--- config.mk ---
export PLATFORM = sky130hd
export DESIGN_NAME = trap_unit
export DESIGN_NICKNAME = d
export VERILOG_FILES = /design/src/rtl/trap_unit.sv
export SDC_FILE = /design/constraint.sdc
export NUM_CORES = 1
export LEC_CHECK = 0
export CAP_MARGIN = 20
export CORE_ASPECT_RATIO = 0.7
export CORE_MARGIN = 8
export CORE_UTILIZATION = 55
export DETAILED_ROUTE_END_ITERATION = 16
export PLACE_DENSITY_LB_ADDON = 0.15
export SKIP_CTS_REPAIR_TIMING = 1
export SYNTH_ARGS = -nofsm -noshare
export SYNTH_HDL_FRONTEND = slang
export SYNTH_SLANG_ARGS = --single-unit
--- constraint.sdc ---
create_clock -name clk_i -period 14.2 [get_ports clk_i]
set_input_delay 2.13 -clock clk_i [delete_from_list [all_inputs] [get_ports clk_i]]
set_output_delay 2.13 -clock clk_i [all_outputs]
set_load 0.01 [all_outputs]
--- src/rtl/trap_unit.sv ---
// trap_unit: machine-mode trap responder sitting at the execute stage.
// Turns decoder control-flow events (ECALL, EBREAK, MRET, illegal) and the
// machine external interrupt into a flush, an optional memory drain, and a
// one-cycle fetch redirect. Owns mstatus/mie/mtvec/mepc/mcause/mtval/mip and
// serves Zicsr accesses to them.
//
// Ports
//   clk_i, reset_i        clock, asynchronous active-high reset
//   ex_valid_i            valid instruction in execute
//   ex_cflow_i            0 NORMAL, 1 ECALL, 2 EBREAK, 3 MRET
//   ex_illegal_i          decoder illegal-op flag
//   ex_pc_i, ex_instr_i   PC and raw bits of the execute instruction
//   irq_ext_i             level machine external interrupt
//   mem_busy_i            outstanding data-memory access
//   csr_we_i/addr_i/wdata_i  CSR write port; csr_rdata_o/csr_hit_o read side
//   stall_o, flush_o      pipeline control
//   redirect_valid_o/pc_o one-cycle fetch redirect
//
// State | meaning
//   IDLE     | accepting events; flush asserted combinationally on an event
//   DRAIN    | waiting for data memory to go idle
//   REDIRECT | redirect pulse; CSR side effects commit at the end of this cycle
module trap_unit #(
    parameter int              XLEN        = 32,
    parameter logic [XLEN-1:0] RESET_MTVEC = '0
) (
    input  logic            clk_i,
    input  logic            reset_i,
    input  logic            ex_valid_i,
    input  logic [1:0]      ex_cflow_i,
    input  logic            ex_illegal_i,
    input  logic [XLEN-1:0] ex_pc_i,
    input  logic [31:0]     ex_instr_i,
    input  logic            irq_ext_i,
    input  logic            mem_busy_i,
    input  logic            csr_we_i,
    input  logic [11:0]     csr_addr_i,
    input  logic [XLEN-1:0] csr_wdata_i,
    output logic [XLEN-1:0] csr_rdata_o,
    output logic            csr_hit_o,
    output logic            stall_o,
    output logic            flush_o,
    output logic            redirect_valid_o,
    output logic [XLEN-1:0] redirect_pc_o
);
    localparam logic [1:0] CFLOW_ECALL  = 2'd1;
    localparam logic [1:0] CFLOW_EBREAK = 2'd2;
    localparam logic [1:0] CFLOW_MRET   = 2'd3;

    localparam logic [11:0] ADDR_MSTATUS = 12'h300;
    localparam logic [11:0] ADDR_MIE     = 12'h304;
    localparam logic [11:0] ADDR_MTVEC   = 12'h305;
    localparam logic [11:0] ADDR_MEPC    = 12'h341;
    localparam logic [11:0] ADDR_MCAUSE  = 12'h342;
    localparam logic [11:0] ADDR_MTVAL   = 12'h343;
    localparam logic [11:0] ADDR_MIP     = 12'h344;

    localparam logic [XLEN-1:0] CAUSE_IRQ     = {1'b1, {(XLEN-5){1'b0}}, 4'hB};
    localparam logic [XLEN-1:0] CAUSE_ILLEGAL = XLEN'(2);
    localparam logic [XLEN-1:0] CAUSE_EBREAK  = XLEN'(3);
    localparam logic [XLEN-1:0] CAUSE_ECALL   = XLEN'(11);

    typedef enum logic [1:0] {ST_IDLE, ST_DRAIN, ST_REDIRECT} state_t;

    state_t          state_q, state_d;
    logic            mie_q, mie_d;      // mstatus.MIE
    logic            mpie_q, mpie_d;    // mstatus.MPIE
    logic            meie_q, meie_d;    // mie.MEIE
    logic [XLEN-1:0] mtvec_q, mtvec_d;
    logic [XLEN-1:0] mepc_q, mepc_d;
    logic [XLEN-1:0] mcause_q, mcause_d;
    logic [XLEN-1:0] mtval_q, mtval_d;

    // Event details captured at cycle 0 and held until the commit edge.
    logic            lat_mret_q, lat_mret_d;
    logic [XLEN-1:0] lat_pc_q, lat_pc_d;
    logic [XLEN-1:0] lat_cause_q, lat_cause_d;
    logic [XLEN-1:0] lat_tval_q, lat_tval_d;

    logic            ev_trap, ev_mret, ev_fire;
    logic [XLEN-1:0] ev_cause, ev_tval;

    always_comb begin
        ev_trap  = 1'b0;
        ev_mret  = 1'b0;
        ev_cause = '0;
        ev_tval  = '0;
        if (irq_ext_i && mie_q && meie_q) begin
            ev_trap  = 1'b1;
            ev_cause = CAUSE_IRQ;
        end else if (ex_illegal_i) begin
            ev_trap  = 1'b1;
            ev_cause = CAUSE_ILLEGAL;
            ev_tval  = XLEN'(ex_instr_i);
        end else if (ex_cflow_i == CFLOW_EBREAK) begin
            ev_trap  = 1'b1;
            ev_cause = CAUSE_EBREAK;
            ev_tval  = ex_pc_i;
        end else if (ex_cflow_i == CFLOW_ECALL) begin
            ev_trap  = 1'b1;
            ev_cause = CAUSE_ECALL;
        end else if (ex_cflow_i == CFLOW_MRET) begin
            ev_mret  = 1'b1;
        end
        ev_fire = ex_valid_i && (ev_trap || ev_mret) && (state_q == ST_IDLE) && !reset_i;
    end

    always_comb begin
        state_d          = state_q;
        flush_o          = 1'b0;
        stall_o          = 1'b0;
        redirect_valid_o = 1'b0;
        redirect_pc_o    = '0;
        case (state_q)
            ST_IDLE: begin
                if (ev_fire) begin
                    flush_o = 1'b1;
                    state_d = mem_busy_i ? ST_DRAIN : ST_REDIRECT;
                end
            end
            ST_DRAIN: begin
                stall_o = 1'b1;
                if (!mem_busy_i) state_d = ST_REDIRECT;
            end
            ST_REDIRECT: begin
                stall_o          = 1'b1;
                redirect_valid_o = 1'b1;
                redirect_pc_o    = lat_mret_q ? mepc_q : {mtvec_q[XLEN-1:2], 2'b00};
                state_d          = ST_IDLE;
            end
            default: state_d = ST_IDLE;
        endcase
    end

    always_comb begin
        lat_mret_d  = lat_mret_q;
        lat_pc_d    = lat_pc_q;
        lat_cause_d = lat_cause_q;
        lat_tval_d  = lat_tval_q;
        if (ev_fire) begin
            lat_mret_d  = ev_mret;
            lat_pc_d    = ex_pc_i;
            lat_cause_d = ev_cause;
            lat_tval_d  = ev_tval;
        end
    end

    // Software write first, then the trap/MRET commit overrides the fields it owns.
    always_comb begin
        mie_d    = mie_q;
        mpie_d   = mpie_q;
        meie_d   = meie_q;
        mtvec_d  = mtvec_q;
        mepc_d   = mepc_q;
        mcause_d = mcause_q;
        mtval_d  = mtval_q;
        if (csr_we_i) begin
            case (csr_addr_i)
                ADDR_MSTATUS: begin
                    mie_d  = csr_wdata_i[3];
                    mpie_d = csr_wdata_i[7];
                end
                ADDR_MIE:    meie_d   = csr_wdata_i[11];
                ADDR_MTVEC:  mtvec_d  = {csr_wdata_i[XLEN-1:2], 2'b00};
                ADDR_MEPC:   mepc_d   = {csr_wdata_i[XLEN-1:2], 2'b00};
                ADDR_MCAUSE: mcause_d = csr_wdata_i;
                ADDR_MTVAL:  mtval_d  = csr_wdata_i;
                default: ;
            endcase
        end
        if (state_q == ST_REDIRECT) begin
            if (lat_mret_q) begin
                mie_d  = mpie_q;
                mpie_d = 1'b1;
            end else begin
                mepc_d   = lat_pc_q;
                mcause_d = lat_cause_q;
                mtval_d  = lat_tval_q;
                mpie_d   = mie_q;
                mie_d    = 1'b0;
            end
        end
    end

    always_comb begin
        csr_hit_o   = 1'b1;
        csr_rdata_o = '0;
        case (csr_addr_i)
            ADDR_MSTATUS: begin
                csr_rdata_o[3]     = mie_q;
                csr_rdata_o[7]     = mpie_q;
                csr_rdata_o[12:11] = 2'b11;   // MPP: machine mode only
            end
            ADDR_MIE:    csr_rdata_o[11] = meie_q;
            ADDR_MTVEC:  csr_rdata_o     = mtvec_q;
            ADDR_MEPC:   csr_rdata_o     = mepc_q;
            ADDR_MCAUSE: csr_rdata_o     = mcause_q;
            ADDR_MTVAL:  csr_rdata_o     = mtval_q;
            ADDR_MIP:    csr_rdata_o[11] = irq_ext_i;
            default:     csr_hit_o       = 1'b0;
        endcase
    end

    always_ff @(posedge clk_i or posedge reset_i) begin
        if (reset_i) begin
            state_q     <= ST_IDLE;
            mie_q       <= 1'b0;
            mpie_q      <= 1'b0;
            meie_q      <= 1'b0;
            mtvec_q     <= RESET_MTVEC;
            mepc_q      <= '0;
            mcause_q    <= '0;
            mtval_q     <= '0;
            lat_mret_q  <= 1'b0;
            lat_pc_q    <= '0;
            lat_cause_q <= '0;
            lat_tval_q  <= '0;
        end else begin
            state_q     <= state_d;
            mie_q       <= mie_d;
            mpie_q      <= mpie_d;
            meie_q      <= meie_d;
            mtvec_q     <= mtvec_d;
            mepc_q      <= mepc_d;
            mcause_q    <= mcause_d;
            mtval_q     <= mtval_d;
            lat_mret_q  <= lat_mret_d;
            lat_pc_q    <= lat_pc_d;
            lat_cause_q <= lat_cause_d;
            lat_tval_q  <= lat_tval_d;
        end
    end
endmodule
==> impl_metrics.py <==
metrics = {
    "floorplanning": {
        "die-area_sq_mm": 0.02417,
        "die_x_um": 182.4,
        "core_sq_mm": 0.01897,
        "die_h_um": 132.5,
        "start_util_pct": 56.22,
        "num_rows": 42,
        "io_pins": 185,
    },
    "synthesis": {
        "synthSimpleGateAreaFrac_pct": 25.95,
        "synth_compound_area_share_pct": 10.93,
        "synthXorXnorAreaFrac_pct": 0,
        "netlist_instances": 1191,
        "yosysWarnings": 0,
        "avgSynthCellArea_sq_um": 8.955,
        "synthFlopType": "dfrtp_1",
        "synthDistinctLibCells": 47,
        "synth_area_sq_mm": 0.01067,
        "synth_edf_count": 0,
        "synth_top_family_by_area": "simple AND/OR/NAND/NOR gates",
        "ys_ff_latch": 200,
        "ys_seq_area_share_pct": 46.93,
        "synthesis.nets": 1314,
        "async_flop_share_pct": 100.0,
        "synth.area.mux_share_pct": 10.78,
        "synthAdderAreaFrac_pct": 0.7039,
    },
    "global_route": {
        "grt_overflow": 0,
        "grt_max_degree": 127,
        "grt_pass1_wl_um": 53160,
        "grt_pass1_vias": 9267,
        "grt_usage_pct": 27.46,
        "antenna_found_initial": 0,
    },
    "sta": {
        "min_period_ns": 7.633,
        "fin_skew_ns": 0.008440,
        "drv_slew": 0,
        "tightest_slew_ns": 1.053,
        "max_freq_mhz": 131.0,
        "slew_headroom_pct": 29.82,
        "fin_ws_ns": 6.567,
        "rsz0062_at_grt": "no",
        "finalSetupViolations": 0,
        "period_share_pct": 53.75,
        "hold_viol_final": 0,
        "tns_ns": 0,
    },
    "clock_tree": {
        "clk_path_buf_depth": 2,
        "tritoncts": "built",
        "h-tree-depth": 4,
        "clock_sinks": 200,
        "clk_latency_ns": 0.43,
        "cts_made_buffers": 17,
        "cts-root-buf": "clkbuf_16",
        "clk_pin_slew_worst_paths_ns": 0.08,
    },
    "critical_path": {
        "cp_top_family": "buffers and inverters",
        "cp.arrival_ns": 5.50,
        "rr_worst_depth": 6,
        "path_cells": "clkdlybuf4s50_1 -> inv_1 -> ha_1 -> inv_1 -> o41ai_4 -> buf_4 -> inv_2 -> clkdlybuf4s50_1",
        "cpPeakStageDelay_ns": 0.86,
        "cp_max_fo": 105,
        "start_kind": "input port",
        "worstSetupEndpointType": "output port",
        "cp.depth": 8,
        "crit_type": "in2out",
        "path_buf_inv": 6,
        "cp.required_ns": 12.07,
        "cpMaxStageDelayCell": "buf_4",
    },
    "pwr": {
        "power_leakage_nw": 5.838,
        "power_density_mw_per_mm2": 142.4,
        "vdd_ir_drop_max_uv": 98.97,
    },
    "route": {
        "first_pass_iters": 5,
        "vias": 9568,
        "wl_per_cell_um": 21.00,
        "drc": 0,
        "via_per_inst": 6.033,
        "routed_wirelength_um": 33300,
        "drtAntennaViolNets": 0,
        "dr.first_iter.drc_count": 1218,
    },
    "hold_path": {
        "whs_path_depth": 2,
        "hp-class": "reg2reg",
    },
    "cells_and_area": {
        "drive_above_1_share_pct": 9.909,
        "final_nets": 1432,
        "diodes": 0,
        "final_common_cell": "nand2_1",
        "syn_to_final_growth_pct": 24.01,
        "final_cell_mix": "nand2_1 (287), dfrtp_1 (199), clkdlybuf4s50_1 (181), nand3_1 (180), a21oi_1 (64)",
    },
    "place": {
        "hpwlAfterDp_um": 21530,
        "numPortBuffers": 184,
        "gp_congestion": 0.8364,
        "dpl_worst_slack_ns": 6.578,
    },
    "run": {
        "maxCapViolations": 0,
    },
    "outcome": {
        "status": "finished clean",
    },
}
per-layer routing:
metal  share of wire (%)  GRT usage [%]  vias up
li1                    -              -     4407
met1                  45          40.57     4608
met2                  43          39.36      504
met3                  10          6.973       49
met4                 1.6          6.857        0
met5                   0              0        -
worst reg2reg max path, stage by stage, from the launching register on:
cell	delay (ns)
dfrtp_1	0.42
and3_2	0.50
o41ai_4	0.33
buf_4	0.86
inv_2	0.59
nand2_1	0.32
nand2_1	0.07
synth_stat cells (2+ instances only):
cell	number	share of area, %
nor2b_1	33	1.9
a31oi_1	2	0.12
a22oi_1	31	2.2
and3b_1	3	0.25
a211o_1	3	0.25
mux2_4	30	4.2
nand2_1	287	10
and2_1	2	0.12
nand3_1	180	8.4
buf_12	3	0.56
clkbuf_1	81	2.9
o32ai_1	2	0.16
nand2b_1	2	0.12
and3_1	45	2.6
nor2_1	11	0.39
a221o_1	4	0.38
o21ai_0	32	1.5
nor4_1	3	0.18
dfrtp_1	200	47
mux2_2	31	3.3
a21oi_1	64	3.0
inv_1	8	0.28
nor3_1	7	0.33
a22o_1	4	0.33
or2b_2	2	0.16
buf_1	14	0.49
o211ai_1	5	0.35
nand4_1	5	0.29
buf_2	7	0.33
ha_1	6	0.70
mux2i_1	35	3.3
and4_1	3	0.25
o31ai_1	32	2.3
flip-flops by register name, indices dropped and copies added (netlist names):
| register | cells |
|---|---|
| mie_q | 1 |
| mtvec_q | 30 |
| mtval_q | 32 |
| meie_q | 1 |
| lat_pc_q | 32 |
| lat_tval_q | 32 |
| lat_cause_q | 4 |
| state_q | 2 |
| mepc_q | 32 |
| lat_mret_q | 1 |
| mcause_q | 32 |
| mpie_q | 1 |
layout make-up:
cell class                      instances  area, sq um
Timing Repair Buffer                  206         2042
Fill cell                            1557         5744
Clock inverter                         14        177.7
Clock buffer                           18        429.2
Sequential cell                       200         5006
Multi-Input combinational cell        875         5200
Tap cell                              264        330.3
Inverter                                9        41.29
final timing paths:
check	from	endpoint	slack, ns
max	ex_cflow_i[0]	flush_o	6.57
min	lat_pc_q[23]	lat_pc_q[23]	0.48
max reg2reg	meie_q	lat_pc_q[3]	11.00
min reg2reg	lat_pc_q[23]	lat_pc_q[23]	0.48
max in group asynchronous	reset_i	mcause_q[28]	10.34
min in group asynchronous	reset_i	state_q[0]	2.32
report_power, final:
| group | internal (W) | switching [W] |
|---|---|---|
| Sequential | 0.000735 | 0.000125 |
| Clock | 0.000270 | 0.000237 |
| Combinational | 0.000216 | 0.000300 |
cells by family after synthesis:
logic type	after synthesis
AO/OA/AOI/OAI	183
adder cells (fa/ha/maj)	6
buffers and inverters	116
flip-flops	200
multiplexers	96
AND/OR/NAND/NOR	590
metrics by stage:
step	instance area (sq um)	power [W]	std cells	hold WS [ns]	utilization, %
after floorplan	10670	0.001179	1191	0.4455	-
after global placement	12540	0.001346	1550	0.4581	66.10
after detailed placement	12570	0.001367	1551	0.4632	66.24
after CTS	13170	0.001874	1583	0.4818	69.44
after global routing	13230	0.001988	1586	0.5006	69.72
final	13230	0.001883	1586	0.4784	69.72
(Power assumes the default switching activity.)
